File: config.mk
export PLATFORM = sky130hd
export DESIGN_NAME = traffic_timing_core
export DESIGN_NICKNAME = d
export VERILOG_FILES = /design/src/rtl/traffic_timing_core_pkg.sv /design/src/rtl/traffic_timing_core_clk_tick_gen.sv /design/src/rtl/traffic_timing_core.sv
export SDC_FILE = /design/constraint.sdc
export NUM_CORES = 1
export LEC_CHECK = 0
export ABC_AREA = 1
export CAP_MARGIN = 5
export CORE_MARGIN = 5
export CORE_UTILIZATION = 46
export CTS_CLUSTER_DIAMETER = 30
export DETAILED_ROUTE_END_ITERATION = 16
export DONT_BUFFER_PORTS = 1
export GPL_TIMING_DRIVEN = 0
export PLACE_DENSITY = 0.68
export SETUP_SLACK_MARGIN = 0.1
export SLEW_MARGIN = 5
export SYNTH_ARGS = -nofsm -noshare
export SYNTH_HDL_FRONTEND = slang
export SYNTH_HIERARCHICAL = 1
export SYNTH_SLANG_ARGS = --single-unit
File: constraint.sdc
create_clock -name clk -period 2.8 [get_ports clk]
set_input_delay 0.56 -clock clk [delete_from_list [all_inputs] [get_ports clk]]
set_output_delay 0.56 -clock clk [all_outputs]
set_load 0.01 [all_outputs]
File: src/rtl/traffic_timing_core_pkg.sv
// Shared definitions for the traffic light timing core: light state codes,
// mode codes, tick divider default, default durations and the display limit.
package traffic_timing_core_pkg;

  // Light state codes; lane1 is the first letter of the name.
  typedef enum logic [2:0] {
    ST_RR = 3'd0,
    ST_GG = 3'd1,
    ST_YY = 3'd2,
    ST_RG = 3'd3,
    ST_RY = 3'd4,
    ST_GR = 3'd5,
    ST_YR = 3'd6
  } light_state_t;

  // One-hot operating modes; anything not one-hot behaves as manual.
  localparam logic [2:0] MODE_AUTO   = 3'b100;
  localparam logic [2:0] MODE_CONFIG = 3'b010;
  localparam logic [2:0] MODE_MANUAL = 3'b001;

  localparam int DIV_CYCLES       = 125_000_000;
  localparam int GREEN_DEFAULT_S  = 25;
  localparam int YELLOW_DEFAULT_S = 3;
  localparam int DISPLAY_MAX      = 99;
  localparam int TIME_W           = 7;

endpackage

File: src/rtl/traffic_timing_core_clk_tick_gen.sv
// Free-running divider producing a one-clock tick every DIV cycles.
module clk_tick_gen #(
  parameter int DIV = 125_000_000
) (
  input  logic clk,
  input  logic reset,
  output logic tick
);

  localparam int CW = (DIV > 1) ? $clog2(DIV) : 1;
  localparam logic [CW-1:0] LAST = CW'(DIV - 1);

  logic [CW-1:0] count_reg;

  // Count 0..DIV-1 and wrap; the tick is the terminal count itself.
  always_ff @(posedge clk or posedge reset) begin
    if (reset) begin
      count_reg <= '0;
    end else if (count_reg == LAST) begin
      count_reg <= '0;
    end else begin
      count_reg <= count_reg + 1'b1;
    end
  end

  assign tick = (count_reg == LAST);

endmodule

File: src/rtl/traffic_timing_core.sv
// Timing core of a two-lane traffic light: 1 Hz tick, automatic light cycle
// RG->RY->GR->YR, and a config editor for the green/yellow durations.
module traffic_timing_core
  import traffic_timing_core_pkg::*;
#(
  parameter int DIV            = DIV_CYCLES,
  parameter int GREEN_DEFAULT  = GREEN_DEFAULT_S,
  parameter int YELLOW_DEFAULT = YELLOW_DEFAULT_S
) (
  input  logic              clk,
  input  logic              reset,
  input  logic [2:0]        mode,
  input  logic              btn_light,
  input  logic              btn_inc,
  input  logic              btn_dec,
  input  logic              btn_confirm,
  output logic              tick,
  output logic [2:0]        state,
  output logic [TIME_W-1:0] time_lane1,
  output logic [TIME_W-1:0] time_lane2,
  output logic [TIME_W-1:0] green_time,
  output logic [TIME_W-1:0] yellow_time,
  output logic [TIME_W-1:0] red_time
);

  localparam logic [TIME_W-1:0] G_DEF = TIME_W'(GREEN_DEFAULT);
  localparam logic [TIME_W-1:0] Y_DEF = TIME_W'(YELLOW_DEFAULT);

  logic [2:0]        mode_prev_reg;
  logic [3:0]        btn_prev_reg;
  logic [3:0]        btn_now;
  logic [3:0]        btn_edge;
  logic              auto_active, cfg_active, enter_auto, enter_cfg;
  logic              light_edge, inc_edge, dec_edge, confirm_edge;

  light_state_t      state_reg, state_next;
  logic [TIME_W-1:0] cnt_reg, cnt_next;

  light_state_t      sel_reg, sel_next;
  logic [TIME_W-1:0] edit_g_reg, edit_g_next;
  logic [TIME_W-1:0] edit_y_reg, edit_y_next;
  logic [TIME_W-1:0] green_reg, green_next;
  logic [TIME_W-1:0] yellow_reg, yellow_next;
  logic [TIME_W:0]   edit_sum;

  clk_tick_gen #(.DIV(DIV)) u_tick (
    .clk   (clk),
    .reset (reset),
    .tick  (tick)
  );

  assign auto_active = (mode == MODE_AUTO);
  assign cfg_active  = (mode == MODE_CONFIG);
  assign enter_auto  = auto_active && (mode_prev_reg != MODE_AUTO);
  assign enter_cfg   = cfg_active && (mode_prev_reg != MODE_CONFIG);

  // Button edges only matter while editing, and not in the entry cycle,
  // where the editor is being (re)loaded from the committed values.
  assign btn_now      = {btn_confirm, btn_dec, btn_inc, btn_light};
  assign btn_edge     = btn_now & ~btn_prev_reg & {4{cfg_active && !enter_cfg}};
  assign light_edge   = btn_edge[0];
  assign inc_edge     = btn_edge[1];
  assign dec_edge     = btn_edge[2];
  assign confirm_edge = btn_edge[3];
  assign edit_sum     = {1'b0, edit_g_reg} + {1'b0, edit_y_reg};

  // Remember last mode and button levels for change/edge detection.
  always_ff @(posedge clk or posedge reset) begin
    if (reset) begin
      mode_prev_reg <= 3'b000;
      btn_prev_reg  <= 4'b0000;
    end else begin
      mode_prev_reg <= mode;
      btn_prev_reg  <= btn_now;
    end
  end

  // Auto FSM state register.
  always_ff @(posedge clk or posedge reset) begin
    if (reset) begin
      state_reg <= ST_RG;
      cnt_reg   <= G_DEF;
    end else begin
      state_reg <= state_next;
      cnt_reg   <= cnt_next;
    end
  end

  // Auto FSM next state: restart on entry, count down per tick, load next phase at 1.
  always_comb begin
    state_next = state_reg;
    cnt_next   = cnt_reg;
    if (enter_auto) begin
      state_next = ST_RG;
      cnt_next   = green_reg;
    end else if (auto_active && tick) begin
      if (cnt_reg > TIME_W'(1)) begin
        cnt_next = cnt_reg - 1'b1;
      end else begin
        case (state_reg)
          ST_RG:   begin state_next = ST_RY; cnt_next = yellow_reg; end
          ST_RY:   begin state_next = ST_GR; cnt_next = green_reg;  end
          ST_GR:   begin state_next = ST_YR; cnt_next = yellow_reg; end
          default: begin state_next = ST_RG; cnt_next = green_reg;  end
        endcase
      end
    end
  end

  // Config editor and committed durations.
  always_ff @(posedge clk or posedge reset) begin
    if (reset) begin
      sel_reg    <= ST_GG;
      edit_g_reg <= G_DEF;
      edit_y_reg <= Y_DEF;
      green_reg  <= G_DEF;
      yellow_reg <= Y_DEF;
    end else begin
      sel_reg    <= sel_next;
      edit_g_reg <= edit_g_next;
      edit_y_reg <= edit_y_next;
      green_reg  <= green_next;
      yellow_reg <= yellow_next;
    end
  end

  // Editor next values; confirm commits the pre-edit registers of this cycle.
  always_comb begin
    sel_next    = sel_reg;
    edit_g_next = edit_g_reg;
    edit_y_next = edit_y_reg;
    green_next  = green_reg;
    yellow_next = yellow_reg;
    if (enter_cfg) begin
      sel_next    = ST_GG;
      edit_g_next = green_reg;
      edit_y_next = yellow_reg;
    end else begin
      if (confirm_edge) begin
        green_next  = edit_g_reg;
        yellow_next = edit_y_reg;
      end
      if (light_edge) begin
        case (sel_reg)
          ST_GG:   sel_next = ST_YY;
          ST_YY:   sel_next = ST_RR;
          default: sel_next = ST_GG;
        endcase
      end
      if (inc_edge && !dec_edge && (edit_sum < (TIME_W + 1)'(DISPLAY_MAX))) begin
        if (sel_reg == ST_GG) edit_g_next = edit_g_reg + 1'b1;
        if (sel_reg == ST_YY) edit_y_next = edit_y_reg + 1'b1;
      end
      if (dec_edge && !inc_edge) begin
        if (sel_reg == ST_GG && edit_g_reg > TIME_W'(1)) edit_g_next = edit_g_reg - 1'b1;
        if (sel_reg == ST_YY && edit_y_reg > TIME_W'(1)) edit_y_next = edit_y_reg - 1'b1;
      end
    end
  end

  // Output mux: config view while editing, auto view in every other mode.
  always_comb begin
    state      = state_reg;
    time_lane1 = cnt_reg;
    time_lane2 = cnt_reg;
    if (cfg_active) begin
      state = sel_reg;
      case (sel_reg)
        ST_GG:   begin time_lane1 = edit_g_reg; time_lane2 = edit_g_reg; end
        ST_YY:   begin time_lane1 = edit_y_reg; time_lane2 = edit_y_reg; end
        default: begin
          time_lane1 = edit_sum[TIME_W-1:0];
          time_lane2 = edit_sum[TIME_W-1:0];
        end
      endcase
    end else begin
      if (state_reg == ST_RG) time_lane1 = cnt_reg + yellow_reg;
      if (state_reg == ST_GR) time_lane2 = cnt_reg + yellow_reg;
    end
  end

  assign green_time  = green_reg;
  assign yellow_time = yellow_reg;
  assign red_time    = green_reg + yellow_reg;

endmodule

Word-level counts from Yosys, hierarchy flattened
Index checks and enable logic that the tools add are counted.
- register bits: 75
- logic and storage cells: 83
- add/sub/neg operators: 9
- order comparisons: 4
- equal/unequal tests: 11
- muxes and demuxes: 28
- bitwise operators: 4
- reduce and logical (&&, ||, !) cells: 17
- operators with widths (operator ; count):
    $mux W7 ; 18
    $add A27 B1 Y27 const B ; 1
    $eq A27 B27 Y1 const B ; 1
    $mux W27 ; 1
    $gt A7 B1 Y1 const B ; 3
    $sub A7 B1 Y7 const B ; 3
    $mux W3 ; 6
    $add A7 B1 Y7 const B ; 2
    $add A7 B7 Y7 ; 2
    $pmux W7 S2 ; 1
    $eq A3 B2 Y1 const B ; 3
    $eq A3 B3 Y1 const B ; 3
    $logic_and A1 B1 Y1 ; 9
    $pmux W3 S3 ; 1
    $add A7 B7 Y8 ; 1
    $and A4 B4 Y4 ; 2
    $lt A8 B7 Y1 const B ; 1
    $not A4 Y4 ; 1
    $pmux W2 S2 ; 1
    $reduce_and A2 Y1 ; 2
    $reduce_bool A2 Y1 ; 2
    $eq A3 B1 Y1 const B ; 1
    $logic_not A1 Y1 ; 3
    $ne A3 B2 Y1 const B ; 1
    4 further kinds ; 4

Depth between registers and ports, before layout
Gate-level depths: netlist of run 1.
- word-level depth: 12
- depth in mapped cells: 17
- depth with buffers taken out: 17

By module
Netlist of run 1, hierarchy kept.
- by module, submodules not included (module ; times used ; cells each ; area an instance (um^2) ; sequential area each (um^2)):
    traffic_timing_core ; 1 ; 602 ; 4140.2 ; 1196.1
    clk_tick_gen ; 1 ; 243 ; 1646.6 ; 675.6

Worst setup path after synthesis of run 1
No wires, ideal clock.
- path type: reg-to-output
- start point: reg yellow_reg[0], in the netlist yellow_time[0]
- end point: out time_lane1[6]
- data arrival time: 2.040 ns
- required time: 2.240 ns
- slack: 0.200 ns
- cell stages (with the launch flop): 12
- path buffers: 0
- cell sequence: dfstp_2 > ha_1 > inv_1 > fa_1 > o21ai_0 > a21oi_1 > nor2_1 > nor2_1 > xor2_1 > nand2_1 > o211ai_1 > nand2_1
- word-level cells in the longest chain between the ends: 3
- RTL lines (item ; RTL line ; RTL):
    start: declaration ; traffic_timing_core.sv:43 ; logic [TIME_W-1:0] yellow_reg, yellow_next;
    start signal: assignment ; traffic_timing_core.sv:123 ; yellow_reg <= yellow_next;
    $add A7 B7 Y7 ; traffic_timing_core.sv:177 ; if (state_reg == ST_RG) time_lane1 = cnt_reg + yellow_reg;
    $mux W7 ; traffic_timing_core.sv:177 ;
    $mux W7 ; traffic_timing_core.sv:166 ; if (cfg_active) begin
    end: declaration ; traffic_timing_core.sv:19 ; output logic [TIME_W-1:0] time_lane1,
Every way passes these cells.

Final worst setup path of run 1
- start point: reg yellow_reg[1], in the netlist yellow_time[1]
- end point: out time_lane1[6]
The elaborated chain is that of the path after synthesis.

==> run summary, run 1 <==
Sequential share of the synthesized area: 32.3%
Switch share: 40.5%
Placed cells: 1018
Setup Crit Path Kind: flip-flop to output port
Diode count: 0
Max Cap Viol: 0
Final worst slack: -177 ps
Final instance area: 0.00661 mm^2
Die height: 122 um
Clk Latency, worst-skew pair: 340 ps
Most common cell after layout, fill and taps aside: nand2_1
Core Area: 0.0125 mm^2
Type of the worst min-delay path: input port to async pin
R2R depth: 13
IO Port Bufs: 0
Row cnt: 41
CP max FO: 6
Startpoint types: flip-flop
Fillcell total: 1222
Power Dens Cells: 626 mW/mm^2
Crit path arrival time: 2420 ps
Peak VDD IR: 0.000417 V
Vias in the first global route: 5254
Sequential power share: 34.4%
Cells after synthesis: 845
Htree depth: 3
Leakage power: 3.07 nW
Pin count of the biggest net entering global routing: 36
Pins Over Slew Limit: 0
CTS Hold Bufs: 0
Post-synth EDFFs: 0
Ys Warns: 6
Max_slew headroom: 30.6%
Drc violations: 0
Layout Area Growth over Synthesis: 14.2%
Die width: 122 um
Antenna viol nets, final: 0
CTS tree: yes
Synth area leaders: dfrtp_1 25%, nand2_1 14%, nor2_1 7.7%
Max reg flops: 27
Data required, critical path: 2240 ps
Via Count: 5556
Area after DPL: 0.00602 mm^2
Root Driver: clkbuf_16
Hpwl dp: 12.0 mm
Gr usage total: 22.4%
Reg area: 0.00188 mm^2
Synth area leader: dfrtp_1
Top-level port count: 48
Post-Layout Cell Count: 1045
Sw power: 1.67 mW
Initial antenna violation count: 0
Clk_skew: 5.29 ps
Total clock sinks: 74
Starting Density: 46.4%
Global route overflow: 0
Clock-pin slew on the worst setup and hold paths: 60 ps
Delay-heaviest family, CP: flip-flops
Final wirelength: 15.8 mm
Max Fclk: 336 MHz
Synth async-reset ratio: 100%
Final Cycle Share: 106%
Multi-input gate area: 0.00364 mm^2
Setup tns final: -430 ps
Yosys cell types: 43
Detailed Route Iter0 Violations: 498
Die area: 0.0149 mm^2
CTS Buffer Depth: 2
Final core area utilization: 53.0%
Fin. Hold Viols: 0
First-pass DRT Iterations: 5
Mapped Area: 0.00579 mm^2
Crit. End Element: output port
Setup repair after global routing missed its margin: true
Critical path cell sequence: inv_1 -> fa_2 -> o21ai_4 -> a21oi_2 -> nor2_1 -> nor2_1 -> xor2_1 -> nand2_1 -> o211ai_1 -> nand2_1
Synthesized area per cell: 6.85 um^2
Pint: 2.46 mW
GPL Wtd Cong: 0.948
Final critical-path required period: 2980 ps
Status: finished, violations left
Nets: 913
Pin slew with the least headroom to its limit: 1040 ps
Crit path buf inv count: 1
Syn_nets: 890
First-pass GRT wire length: 26.5 mm
CTS buffer count: 9
Failing checks: setup timing
Worst path max stage delay: 630 ps
CP max-delay cell: dfstp_2
Cell count along the critical path: 10
Commonest cells after routing, fill and taps aside: 206 x nand2_1, 119 x nor2_1, 95 x inv_1
Comb pwr share: 37.5%
# setup viols final: 5
Clock power share: 28.1%
Synth Register Bits: 74
Via density: 5.32
Yosys top cell area share: 25.1%
Most used flip-flop cell after synthesis: dfrtp_1
Layout cells sized above 1: 14.8%
WL/cell: 15.2 um
==> metal layers <==
layer	part of all wire [%]	wire (um)	track usage [%]	up-vias
li1	-	-	-	2797
met1	43	6850	29.1	2576
met2	49	7760	37.1	155
met3	5.5	874	4.97	28
met4	2.2	356	7.49	0
met5	0	0	0	-
==> cell usage after synthesis, types with 2 or more instances <==
cell        n
nand2_2     5
nor3_1     16
clkbuf_1    8
inv_2       5
nor2_2     10
a22oi_1     3
nor2_1    119
o21ai_0    64
ha_1       33
nand2_1   212
nand3b_1    2
nand4_1    14
nand3_2     3
xnor2_1     4
nor2_4      6
buf_6       2
fa_1        3
o211ai_1   10
a21oi_1    35
inv_1     102
buf_4       2
o21ai_1     3
nand3_1    60
dfstp_2    16
dfrtp_1    58
o21bai_1    4
a21oi_2     2
o22ai_1     4
xor2_1     26
==> power groups by stage <==
stage	Sequential (mW)	Clock, mW	Combinational (mW)
after floorplan	1.37	0	1.09
after global placement	1.42	0	1.35
after detailed placement	1.43	0	1.36
after CTS	1.41	1.19	1.49
after global routing	1.44	1.23	1.73
final	1.42	1.16	1.55
==> final cells by class <==
class,count,area share (%)
Timing Repair Buffer,13,1.67
Sequential cell,74,28.4
Clock inverter,6,0.984
Buffer,12,1.04
Tap cell,172,3.26
Inverter,108,6.19
Multi-Input combinational cell,650,55.0
Clock buffer,10,3.46
==> worst paths after layout <==
kind / from / end / slack (ps)
min reg2reg: u_tick/count_reg[0] / u_tick/count_reg[0] / 460
max: yellow_time[1] / time_lane1[6] / -180
max reg2reg: edit_y_reg[0] / edit_g_reg[2] / 260
min in group clk: btn_dec / btn_prev_reg[2] / 240
min: reset / btn_prev_reg[0] / 60
max in group asynchronous: reset / u_tick/count_reg[1] / 1810
==> kinds of logic after synthesis <==
| logic type | Yosys count | share of synthesized area, % |
|---|---|---|
| buf+inv | 121 | 8.26 |
| compound gates | 131 | 12.6 |
| simple gates | 453 | 34.1 |
| fa+ha+maj | 36 | 8.17 |
| flops | 74 | 32.3 |
| xor+xnor | 30 | 4.54 |
==> through the flow <==
stage                     setup WS (ps)  power, mW  hold slack, ps
final                              -177       4.14            59.9
after global routing               -262       4.40            74.3
after CTS                          -199       4.09            59.9
after detailed placement           -103       2.79             426
after global placement            -86.1       2.78             454
after floorplan                     200       2.46             432
==> timing repair <==
action | CTS | global route
pin swaps | 9 | 7
resized for setup | 46 | 23
setup endpoints to repair | 16 | 17
endpoints found under the hold margin | 0 | 0
buffers inserted | 7 | 5
Power figures use the tool's default switching activity.
==> inputs of run 2 (changes only) <==
--- a/config.mk
+++ b/config.mk
@@ -13,7 +13,7 @@
 export DETAILED_ROUTE_END_ITERATION = 16
 export DONT_BUFFER_PORTS = 1
 export GPL_TIMING_DRIVEN = 0
-export PLACE_DENSITY = 0.68
+export PLACE_DENSITY_LB_ADDON = 0.3
 export SETUP_SLACK_MARGIN = 0.1
 export SLEW_MARGIN = 5
 export SYNTH_ARGS = -nofsm -noshare
==> run 2 against run 1 <==
Compared with the run above: the flow still finishes with violations (setup timing); fmax up 0.34%; final cell count down 0.48%; first-iteration DRC count down 1.8%; critical path depth up 1; register-to-register slack worse by 40 ps; clock skew about the same; critical endpoint is now time_lane2[6].
==> run summary, run 2 (synthesis results as in run 1) <==
Root Driver: clkbuf_16
CP max FO: 6
Max Cap Viol: 0
CTS buffer count: 9
Antenna viol nets, final: 0
Clk Latency, worst-skew pair: 340 ps
Drc violations: 0
Layout Area Growth over Synthesis: 13.3%
Status: finished, violations left
Commonest cells after routing, fill and taps aside: 208 x nand2_1, 119 x nor2_1, 95 x inv_1
Nets: 908
Fin. Hold Viols: 0
Die area: 0.0149 mm^2
Gr busiest metal: met2
Pre-CTS WS: -99.6 ps
Total clock sinks: 74
Type of the worst min-delay path: input port to async pin
Failing checks: setup timing
Startpoint types: flip-flop
Core Area: 0.0125 mm^2
Die width: 122 um
Data required, critical path: 2240 ps
Clk_skew: 5.42 ps
Detailed Route Iter0 Violations: 489
Vias in the first global route: 5202
Gr usage total: 22.2%
Global route overflow: 0
Final critical-path required period: 2970 ps
Diode count: 0
Starting Density: 46.4%
Max reg flops: 27
Hpwl dp: 11.9 mm
Most common cell after layout, fill and taps aside: nand2_1
First-pass GRT wire length: 26.3 mm
Via Count: 5569
Crit path arrival time: 2410 ps
First-pass DRT Iterations: 5
GR Util met3: 4.74%
Total chip power: 4.08 mW
Worst r2r src: edit_y_reg[0]
Final wirelength: 15.9 mm
Row cnt: 41
Initial antenna violation count: 0
Grt met2 use: 36.9%
Area after DPL: 0.00602 mm^2
Final worst slack: -167 ps
Pin slew with the least headroom to its limit: 1030 ps
R2r endpoint: edit_g_reg[2]
Max_slew headroom: 30.9%
CTS tree: yes
Pin count of the biggest net entering global routing: 33
Layout cells sized above 1: 14.4%
CTS Buffer Depth: 2
GRT met1 Usage: 28.5%
IO Port Bufs: 0
Clock-pin slew on the worst setup and hold paths: 60 ps
Power Dens Cells: 622 mW/mm^2
Setup repair after global routing missed its margin: true
Max Fclk: 337 MHz
Crit. End Element: output port
Htree depth: 3
R2R depth: 17
Leakage power: 3.05 nW
# setup viols final: 5
R2R setup slack: 220 ps
WL/cell: 15.2 um
Setup Crit Path Kind: flip-flop to output port
Via density: 5.35
Final instance area: 0.00656 mm^2
Peak VDD IR: 0.000384 V
Final Cycle Share: 106%
CTS Hold Bufs: 0
Pins Over Slew Limit: 0
GPL Wtd Cong: 0.942
Die height: 122 um
Top-level port count: 48
==> run 2: cell count changes in the layout (fill, tap and decap cells not counted), moves of 3 or more <==
cell | previous run | this run
o21ai_1 | 13 | 8
o21ai_0 | 45 | 48
o21ai_2 | 7 | 12
buf_4 | 14 | 9
o21ai_4 | 3 | 0
==> run 2: final cells by class <==
cell class              count  area (um^2)
fillers                  1239         5910
multi-input cells         650         3640
flip-flops and latches     74         1870
inverters                 108          405
clock buffers              11          243
well taps                 172          215
repair buffers              8         72.6
plain buffers              12         70.1
clock inverters             5         37.5
==> run 2: metrics by stage <==
stage / hold WS (ps) / setup TNS (ps) / utilization (%) / std cells
CTS: 91.5 / -491 / 51.9 / 1039
detailed placement: 452 / -195 / 48.3 / 1018
global placement: 449 / -176 / 48.1 / 1017
floorplan: 432 / 0 / - / 845
finish: 81.8 / -530 / 52.6 / 1040
global route: 113 / -1350 / 52.6 / 1040
==> run 2: worst max-delay path by stage <==
stage,from,endpoint,cells past startpoint,slack [ps]
floorplan,yellow_time[0],time_lane1[6],11,200
global placement,yellow_time[0],time_lane1[6],11,-90
detailed placement,yellow_time[0],time_lane1[6],11,-100
CTS,yellow_time[0],time_lane1[6],11,-160
global route,yellow_time[0],time_lane1[6],11,-300
finish,yellow_time[0],time_lane2[6],11,-170
==> run 2: layer usage <==
layer / wire [um] / part of all wire, %
met5: 0 / 0
met4: 501 / 3.2
met3: 971 / 6.1
met2: 7680 / 48
met1: 6700 / 42
==> run 2: power breakdown <==
part	internal (mW)	switching, mW
Combinational	0.548	0.997
Clock	0.628	0.482
Sequential	1.23	0.195
==> run 2: repair_timing <==
action	in CTS	in global routing
setup endpoints to repair	18	17
buffers inserted	6	2
pin swaps	10	11
hold endpoints to repair	0	0
resized for setup	43	22
==> run 2: worst max-delay path, cell delays in order (launching register included) <==
cell and delay [ps]:
dfstp_2 660, ha_4 170, inv_2 30, fa_2 360, o21ai_2 180, a21oi_2 70
nor2_1 100, nor2_1 60, xor2_1 170, nand2_1 70, o211ai_1 80, nand2_1 120
==> inputs of run 3 (changes only) <==
--- a/config.mk
+++ b/config.mk
@@ -8,7 +8,7 @@
 export ABC_AREA = 1
 export CAP_MARGIN = 5
 export CORE_MARGIN = 5
-export CORE_UTILIZATION = 46
+export CORE_UTILIZATION = 40
 export CTS_CLUSTER_DIAMETER = 30
 export DETAILED_ROUTE_END_ITERATION = 16
 export DONT_BUFFER_PORTS = 1
==> run 3 against run 2 <==
Compared with the run above: the flow still finishes with violations (setup timing); sequential share of layout area shrank 0.80 points; power grew 4.9%; via count shrank 1.5%; first-iteration DRC count grew 2.2%; core utilization shrank 5.7 points; combinational power grew 7%; global-route usage shrank 2.9 points; cell area grew 2.9%; wire length grew 1.5%; largest power group unchanged.
==> run summary, run 3 (synthesis results as in run 1) <==
Die width: 130 um
Layout Area Growth over Synthesis: 16.5%
Nets: 920
Clock-pin slew on the worst setup and hold paths: 60 ps
Vias in the first global route: 4966
Top-level port count: 48
Via density: 5.16
CP max FO: 6
GPL Wtd Cong: 0.924
Fin. Hold Viols: 0
Fillcell total: 1450
Data required, critical path: 2240 ps
Initial antenna violation count: 0
Global route overflow: 0
Crit. End Element: output port
Multi-input gate area: 0.00368 mm^2
WL/cell: 15.1 um
Detailed Route Iter0 Violations: 500
CTS tree: yes
Final wirelength: 16.1 mm
Switch share: 40.3%
Area after DPL: 0.00604 mm^2
Pins Over Slew Limit: 0
Htree depth: 3
Post-Layout Cell Count: 1064
Type of the worst min-delay path: input port to async pin
Status: finished, violations left
Setup repair after global routing missed its margin: true
Sequential power share: 33.4%
Crit path arrival time: 2430 ps
Clk_skew: 7.08 ps
Drc violations: 0
Core Area: 0.0144 mm^2
Total clock sinks: 74
Starting Density: 40.3%
Gr busiest metal: met2
Row cnt: 44
Sw power: 1.73 mW
CTS Buffer Depth: 2
Most common cell after layout, fill and taps aside: nand2_1
IO Port Bufs: 0
Max Fclk: 335 MHz
Final instance area: 0.00674 mm^2
Worst r2r src: edit_g_reg[0]
Pint: 2.55 mW
Placed cells: 1030
Reg area: 0.00187 mm^2
Commonest cells after routing, fill and taps aside: 210 x nand2_1, 119 x nor2_1, 94 x inv_1
First-pass GRT wire length: 25.7 mm
R2R depth: 14
Gr usage total: 19.3%
Root Driver: clkbuf_16
R2R setup slack: 290 ps
Diode count: 0
Final critical-path required period: 2990 ps
R2r endpoint: edit_g_reg[2]
Comb pwr share: 38.5%
CTS buffer count: 9
CP Capture Point: time_lane2[6]
Leakage power: 3.13 nW
Max_slew headroom: 31.2%
Setup Crit Path Kind: flip-flop to output port
Via Count: 5488
GRT met1 Usage: 25.6%
Final Cycle Share: 107%
Max Cap Viol: 0
Clk Latency, worst-skew pair: 350 ps
Failing checks: setup timing
Hpwl dp: 12.1 mm
Pin slew with the least headroom to its limit: 1030 ps
Startpoint types: flip-flop
# setup viols final: 6
Pin count of the biggest net entering global routing: 39
Crit path from: yellow_time[0]
Die area: 0.0170 mm^2
Antenna viol nets, final: 0
Grt met2 use: 31.6%
Layout cells sized above 1: 16.0%
Setup tns final: -598 ps
Die height: 130 um
Final worst slack: -187 ps
First-pass DRT Iterations: 6
Power Dens Cells: 634 mW/mm^2
GR Util met3: 5.24%
Peak VDD IR: 0.000551 V
Clock power share: 28.1%
Max reg flops: 27
[run 3: cell type report]
cell class	instances	share of cell area, %
repair buffers	20	2.47
clock inverters	5	0.946
clock buffers	11	3.60
flip-flops and latches	74	27.8
well taps	184	3.41
multi-input cells	650	54.6
inverters	108	6.12
plain buffers	12	1.04
[run 3: worst min path at each step]
stage,to,slack [ps]
floorplan,u_tick/count_reg[0],430
global placement,u_tick/count_reg[0],450
detailed placement,mode_prev_reg[2],390
CTS,mode_prev_reg[2],10
global route,mode_prev_reg[2],20
finish,cnt_reg[1],20
[run 3: through the flow]
| stage | utilization, % | power, mW | hold WS (ps) | setup slack, ps |
|---|---|---|---|---|
| floorplan | - | 2.46 | 432 | 200 |
| global placement | 41.9 | 2.79 | 451 | -123 |
| detailed placement | 42.0 | 2.80 | 386 | -127 |
| CTS | 45.5 | 4.15 | 13.9 | -182 |
| global route | 46.9 | 4.53 | 20.8 | -302 |
| finish | 46.9 | 4.28 | 16.6 | -187 |
[run 3: per-layer routing]
| layer | vias up | routed length, um |
|---|---|---|
| met1 | 2516 | 7080 |
| met2 | 144 | 7730 |
| met3 | 24 | 1040 |
| met4 | 0 | 235 |
| met5 | - | 0 |
| li1 | 2804 | - |
[run 3: critical path, stage by stage (launching register included)]
cell and delay, ps:
dfstp_2 650, ha_4 170, inv_2 30, fa_2 350
o21ai_2 180, a21oi_2 70, nor2_1 120, nor2_1 70
xor2_1 160, nand2_1 80, o211ai_1 80, nand2_1 120
[run 3: what timing repair did]
action,CTS,global route
setup buffers,8,11
gates cloned,0,0
setup endpoints to repair,20,17
pin swaps,14,13
gates resized for setup,47,31
hold buffers,0,0
[run 3: power groups by stage]
| stage | logic, mW | registers [mW] | clock network, mW |
|---|---|---|---|
| 2_1_floorplan | 1.09 | 1.37 | 0 |
| 3_3_place_gp | 1.36 | 1.43 | 0 |
| 3_5_place_dp | 1.37 | 1.43 | 0 |
| 4_1_cts | 1.50 | 1.42 | 1.23 |
| 5_1_grt | 1.82 | 1.45 | 1.26 |
| 6_report | 1.65 | 1.43 | 1.20 |
